[config.mk]
export PLATFORM = sky130hd
export DESIGN_NAME = sha256_hash_serialiser
export DESIGN_NICKNAME = d
export VERILOG_FILES = /design/src/rtl/sha256_hash_serialiser.sv
export SDC_FILE = /design/constraint.sdc
export NUM_CORES = 1
export LEC_CHECK = 0
export ABC_AREA = 1
export ABC_CLOCK_PERIOD_IN_PS = 2000
export CAP_MARGIN = 20
export CORE_UTILIZATION = 51
export CTS_CLUSTER_DIAMETER = 150
export CTS_CLUSTER_SIZE = 24
export DETAILED_ROUTE_END_ITERATION = 10
export PLACE_DENSITY = 0.86
export SYNTH_ARGS = -nofsm -noshare
export SYNTH_HDL_FRONTEND = slang
export SYNTH_SLANG_ARGS = --single-unit
[constraint.sdc]
create_clock -name clk -period 2 [get_ports clk]
set_clock_uncertainty 0.15 [all_clocks]
set_input_delay 0.2 -clock clk [delete_from_list [all_inputs] [get_ports clk]]
set_output_delay 0.2 -clock clk [all_outputs]
set_load 0.05 [all_outputs]
[src/rtl/sha256_hash_serialiser.sv]
// Purpose : serialise 256-bit SHA-256 digests into OUT_WIDTH-bit words and count finished digests.
// Latency : first word valid 1 cycle after a digest is accepted; back-to-back digests stream bubble-free.
// Backpr. : output holds its word while valid & ~ready; input ready only when empty or the final word leaves.
//
// Ports:
//   clk, nrst            clock, asynchronous active-low reset
//   en                   clock enable; when low all state holds and no handshake completes
//   sync_rst             synchronous reset, acts regardless of en
//   data_in*             256-bit digest in (valid/ready/last)
//   data_out*            OUT_WIDTH-bit word out (valid/ready/last)
//   status_hash_cnt      digests fully emitted since reset (wraps)
module sha256_hash_serialiser #(
    parameter int OUT_WIDTH = 32,   // must divide 256: 32, 64, 128 or 256
    parameter bit MSW_FIRST = 1'b1  // 1: H0 word first, 0: least-significant word first
) (
    input  logic                 clk,
    input  logic                 nrst,
    input  logic                 en,
    input  logic                 sync_rst,
    input  logic [255:0]         data_in,
    input  logic                 data_in_last,
    input  logic                 data_in_valid,
    output logic                 data_in_ready,
    output logic [OUT_WIDTH-1:0] data_out,
    output logic                 data_out_last,
    output logic                 data_out_valid,
    input  logic                 data_out_ready,
    output logic [31:0]          status_hash_cnt
);

    localparam int N  = 256 / OUT_WIDTH;
    localparam int CW = (N > 1) ? $clog2(N) : 1;
    localparam logic [CW-1:0] CNT_LAST = CW'(N - 1);

    typedef enum logic {
        ST_EMPTY = 1'b0,
        ST_SEND  = 1'b1
    } state_t;

    state_t         state_q, state_d;
    logic [255:0]   hash_q, hash_d;
    logic           last_q, last_d;
    logic [CW-1:0]  cnt_q, cnt_d;
    logic [31:0]    hash_cnt_q, hash_cnt_d;

    logic           full_q;
    logic           cnt_last;
    logic           in_fire;
    logic           out_fire;
    logic [CW-1:0]  word_idx;
    logic [7:0]     word_base;

    assign full_q   = (state_q == ST_SEND);
    assign cnt_last = (cnt_q == CNT_LAST);

    // data_out_ready feeds data_in_ready combinationally so the next digest
    // can load in the same cycle the final word leaves.
    assign data_out_valid = en & full_q;
    assign data_in_ready  = en & (~full_q | (cnt_last & data_out_ready));
    assign data_out_last  = full_q & last_q & cnt_last;
    assign in_fire        = en & data_in_valid & data_in_ready;
    assign out_fire       = en & data_out_valid & data_out_ready;
    assign status_hash_cnt = hash_cnt_q;

    // Word k counted from the LSB end; MSW-first walks it downward.
    always_comb begin
        word_idx  = MSW_FIRST ? (CNT_LAST - cnt_q) : cnt_q;
        word_base = 8'(word_idx) * 8'(OUT_WIDTH);
        data_out  = hash_q[word_base +: OUT_WIDTH];
    end

    always_comb begin
        state_d    = state_q;
        hash_d     = hash_q;
        last_d     = last_q;
        cnt_d      = cnt_q;
        hash_cnt_d = hash_cnt_q;
        case (state_q)
            ST_EMPTY: begin
                if (in_fire) begin
                    hash_d  = data_in;
                    last_d  = data_in_last;
                    cnt_d   = '0;
                    state_d = ST_SEND;
                end
            end
            ST_SEND: begin
                if (out_fire) begin
                    if (!cnt_last) begin
                        cnt_d = cnt_q + CW'(1);
                    end else begin
                        cnt_d      = '0;
                        hash_cnt_d = hash_cnt_q + 32'd1;
                        // Only reachable here: the refill path of the double buffer.
                        if (in_fire) begin
                            hash_d = data_in;
                            last_d = data_in_last;
                        end else begin
                            state_d = ST_EMPTY;
                        end
                    end
                end
            end
            default: state_d = ST_EMPTY;
        endcase
    end

    always_ff @(posedge clk or negedge nrst) begin
        if (!nrst) begin
            state_q    <= ST_EMPTY;
            hash_q     <= '0;
            last_q     <= 1'b0;
            cnt_q      <= '0;
            hash_cnt_q <= '0;
        end else if (sync_rst) begin
            state_q    <= ST_EMPTY;
            hash_q     <= '0;
            last_q     <= 1'b0;
            cnt_q      <= '0;
            hash_cnt_q <= '0;
        end else begin
            state_q    <= state_d;
            hash_q     <= hash_d;
            last_q     <= last_d;
            cnt_q      <= cnt_d;
            hash_cnt_q <= hash_cnt_d;
        end
    end

endmodule

Word level (Yosys, flattened, before mapping)
Index checks and enable logic that the tools add are counted.

Bits in registers: 293. Input port bits: 263. Output and inout port bits: 67.

$add $sub $neg: 3. Equality and inequality tests: 4. Shift operators: 1. Multiplexer cells: 24. Bitwise gates (word level): 11. Reduce and logical (&&, ||, !) cells: 6.

Operators by type and width (number): $mux W256 (4); $pmux W256 S2 (1); $shiftx A256 B9 Y32 (1); $mux W32 (4); $add A32 B1 Y32 const B (1); $mux W3 (4); $and A1 B1 Y1 (9); $mux W1 (8); $ne A3 B2 Y1 const B (2); $pmux W3 S2 (1); $reduce_bool A2 Y1 (3); $pmux W1 S2 (2); $reduce_and A2 Y1 (2); $add A3 B1 Y3 const B (1); $eq A3 B3 Y1 const B (1); $ne A3 B3 Y1 const B (1); $reduce_and A3 Y1 (1); $sub A3 B3 Y3 const A (1); $not A1 Y1 (1); $or A1 B1 Y1 (1).

Longest topological paths before layout
Depth in word-level cells: 10. Gate-level depth with buffers: 12. Gate-level depth less buffers: 11.

Least setup slack after synthesis
No wires, ideal clock.

Kind: reg-to-output. Start: register cnt_q[0]. End: output port data_out[11]. Arrival: 1950 ps. Data required time: 1650 ps. Slack: -300 ps. Cell stages (with the launch flop): 8. Cell sequence: dfrtp_1 inv_2 buf_2 buf_2 buf_2 a21oi_1 o21ai_0 a31oi_1.

Cells in the longest elaborated chain, start to end: 2.

RTL lines: start, declared (RTL line 43) `logic [CW-1:0] cnt_q, cnt_d;`; start signal, assigned (RTL line 125) `cnt_q <= cnt_d;`; $sub A3 B3 Y3 (RTL line 67) `word_idx = MSW_FIRST ? (CNT_LAST - cnt_q) : cnt_q;`; $shiftx A256 B9 Y32 (RTL line 69) `data_out = hash_q[word_base +: OUT_WIDTH];`; end, declared (RTL line 24) `output logic [OUT_WIDTH-1:0] data_out,`.

Every way passes these cells.

Final worst setup path
Start: register cnt_q[0]. End: output port data_out[24].

The elaborated chain is that of the path after synthesis.

==> impl_metrics.csv <==
group,metric,value,unit
global_route,met2_usage,60.73,%
timing,tightest_slew,602.9,ps
synth,yosysSeqAreaShare,50.95,%
synth,ys.flop_type,"dfrtp_1",
clocking,cts_buffers,16,
critical_path,start_kind,"register",
run_status,failed_checks,"negative setup slack",
synth,syn_nets,2115,
die,die_w,170.0,µm
finish,fillers,1767,
routing,dr.pass1.iters,6,
placement,place_congestion,0.9362,
placement,numPortBuffers,329,
critical_path,crit_end,"data_out[24]",
routing,ant_nets,0,
timing,rsz0062_at_grt,"true",
global_route,antenna_found_initial,1,
global_route,grtUsageMet3,6.535,%
routing,viasPerCell,6.048,
routing,drcViolationCount,0,
power,leakagePower,9.716,nW
timing,fin_crit,2710,ps
finish,syn_to_final_growth,50.81,%
clocking,clock_path_buffers,3,
clocking,clockRootBuffer,"clkbuf_16",
finish,stdcell_count,2610,
die,initial_core_util,51.80,%
die,die_h,170.0,µm
die,dieArea,28890,µm²
clocking,htree_levels,1,
placement,dp.final_hpwl,36990,µm
synth,ys_ff_latch,293,
synth,synth_compound_area_share,16.02,%
synth,synth_top_area_share,50.95,%
synth,synth.mux.area_fraction,0,%
synth,yosys-top-cells-count,"389 x nand2_1, 293 x dfrtp_1, 277 x nand3_1, 217 x o21ai_0, 166 x inv_1",
synth,synth_cell_types,31,
power,vdd_ir_drop_max,562.6,µV
routing,wl_per_cell,22.42,µm
synth,yosys.area_share.xor_xnor,0,%
global_route,track_usage,37.46,%
global_route,grt_pass1_wl,82410,µm
placement,placed_cells,2547,
die,ios,330,
synth,synth_area,14390,µm²
clocking,cts_tree,"yes",
critical_path,critPathCaptureType,"output port",
synth,async_reset_ff_share,100.0,%
critical_path,arrival,2360,ps
critical_path,ff2ff_path_depth,12,
global_route,grt_max_degree,120,
global_route,grt-ovfl-total,0,
timing,setup_viol,344,
clocking,insertion_delay,520,ps
die,core_region_area,27780,µm²
finish,final_nets,2496,
synth,synth.avg_cell_area,7.783,µm²
power,powerDensity,663.3,nW/µm²
run_status,status,"finished, violations left",
min_path,min-delay-path-class,"primary input to asynchronous set/reset pin",
critical_path,crit_fanout,20,
critical_path,startpoint,"cnt_q[0]",
synth,synthAdderAreaFrac,0.2608,%
timing,max_freq,368.9,MHz
timing,slew_headroom,59.80,%
synth,yosysWarnings,0,
timing,layout_setup_ws,-710.5,ps
critical_path,required,1650,ps
global_route,grt_pass1_vias,14750,
global_route,top_usage_layer,"met2",
placement,pre_cts_slack,-187.8,ps
timing,slew_viol_final,0,
finish,final_layout_size_suffix_gt1_share,18.96,%
placement,placed_cell_area,19540,µm²
synth,synth_top_family_by_area,"simple AND/OR/NAND/NOR gates",
routing,via_count,15780,
critical_path,r2r_slack,-320,ps
power,totalPowerFinal,14.40,mW
critical_path,worstSetupPathType,"register to output port",
flow_run,max_cap_viol_count,0,
routing,routed_wl,58530,µm
critical_path,r2r-start,"cnt_q[0]",
finish,final_area,21700,µm²
timing,hold_violations,0,
synth,synth-simple-area-share,23.74,%
synth,synth_edf_count,0,
synth,synth_area_leader_cell,"dfrtp_1",
die,row_count,61,
synth,synth_area_leaders,"dfrtp_1 51%, nand2_1 10%, nand3_1 9.6%, o21ai_0 7.5%, a21oi_1 4.9%",
routing,first_iter_violations,2202,
critical_path,r2r-end,"hash_q[178]",
clocking,clk_pin_slew,110,ps
timing,period_share,135.5,%
synth,syn-instance-count,1849,
clocking,cts.sinks,293,
synth,yosys.cell_count.top_type,"nand2_1",
global_route,grt_util_met1,47.27,%
==> cell families (layout without fill, tap and decap cells) <==
logic type	after synthesis	after routing
AO/OA/AOI/OAI	448	448
adder cells (fa/ha/maj)	3	3
buffers and inverters	307	689
flip-flops	293	293
other	0	1
AND/OR/NAND/NOR	798	798
==> worst max-delay path, cell delays in order, from the launching register on <==
cell and delay [ps]:
dfrtp_4 490, inv_8 80, buf_12 160, a21oi_1 160, o21ai_0 180, buf_4 210, nand2_2 110, nor2_2 70
a31oi_4 200, buf_12 160
==> routing by layer <==
| layer | vias up | wire [µm] |
|---|---|---|
| met2 | 1148 | 27070 |
| met3 | 258 | 6235 |
| met5 | - | 0 |
| met1 | 7524 | 20800 |
| li1 | 6854 | - |
| met4 | 0 | 4418 |
==> worst min path at each step <==
stage          depth (start not counted)        from  slack, ps     endpoint
2_1_floorplan                          0        nrst       -250     cnt_q[0]
3_3_place_gp                           1        nrst         10  hash_q[174]
3_5_place_dp                           1        nrst         10  hash_q[174]
4_1_cts                                2        nrst         70  hash_q[170]
5_1_grt                                3  data_in[0]         80    hash_q[0]
6_report                               2        nrst         60  hash_q[174]
==> cells in the final DEF (no fill, tap or decap), types with 4 or more instances in the layout <==
cell type / Yosys / layout
nand2_1: 389 / 370
dfrtp_1: 293 / 291
clkdlybuf4s50_1: 0 / 280
nand3_1: 277 / 234
inv_1: 166 / 166
o21ai_1: 50 / 130
a21oi_1: 142 / 119
o21ai_0: 217 / 109
buf_4: 17 / 96
nor2_1: 108 / 80
buf_12: 0 / 63
nand3_2: 0 / 42
o21ai_2: 0 / 27
clkbuf_16: 0 / 25
a31oi_4: 0 / 23
nor2_2: 3 / 19
a21oi_2: 0 / 19
nand2_2: 4 / 17
buf_6: 2 / 17
buf_16: 0 / 16
nor2_4: 2 / 14
a31oi_2: 0 / 9
dlygate4sd2_1: 0 / 9
nand2_4: 1 / 6
nand4_1: 6 / 6
a21oi_4: 0 / 4
bufbuf_16: 0 / 4
==> power by group <==
group,total (mW),switching [mW],internal [mW]
Clock,3.58,2.02,1.56
Combinational,4.20,2.28,1.92
Sequential,6.62,0.245,6.37
Total,14.4,4.54,9.85
==> cell type report <==
| type | count | area [µm²] | share of cell area, % |
|---|---|---|---|
| Antenna cell | 1 | 2.502 | 0.01153 |
| Clock buffer | 18 | 429.2 | 1.977 |
| Clock inverter | 1 | 20.02 | 0.09224 |
| Inverter | 172 | 674.4 | 3.107 |
| Multi-Input combinational cell | 1249 | 6875 | 31.68 |
| Sequential cell | 293 | 7337 | 33.81 |
| Tap cell | 378 | 473.0 | 2.179 |
| Timing Repair Buffer | 497 | 5881 | 27.10 |
| Timing Repair inverter | 1 | 11.26 | 0.05189 |
==> sequential cells by signal, indices dropped and copies added (netlist names) <==
| name | cells |
|---|---|
| status_hash_cnt | 32 |
| cnt_q | 3 |
| hash_q | 256 |
| full_q | 1 |
| last_q | 1 |
==> metrics by stage <==
| stage | hold WS (ps) | util (%) | setup TNS (ps) |
|---|---|---|---|
| final | 56.16 | 78.12 | -79290 |
| after global routing | 78.28 | 78.12 | -97690 |
| after CTS | 65.77 | 75.59 | -68540 |
| after detailed placement | 14.84 | 70.34 | -25590 |
| after global placement | 12.84 | 70.34 | -6065 |
| after floorplan | -245.6 | - | -58.94 |
==> what timing repair did <==
item,CTS,global route
setup buffers,11,8
hold buffers,1,0
gates cloned,12,13
pin swaps,34,24
gates resized for setup,211,134
endpoints found under the hold margin,293,0
endpoints found under the setup margin,350,345
(Power assumes the default switching activity.)
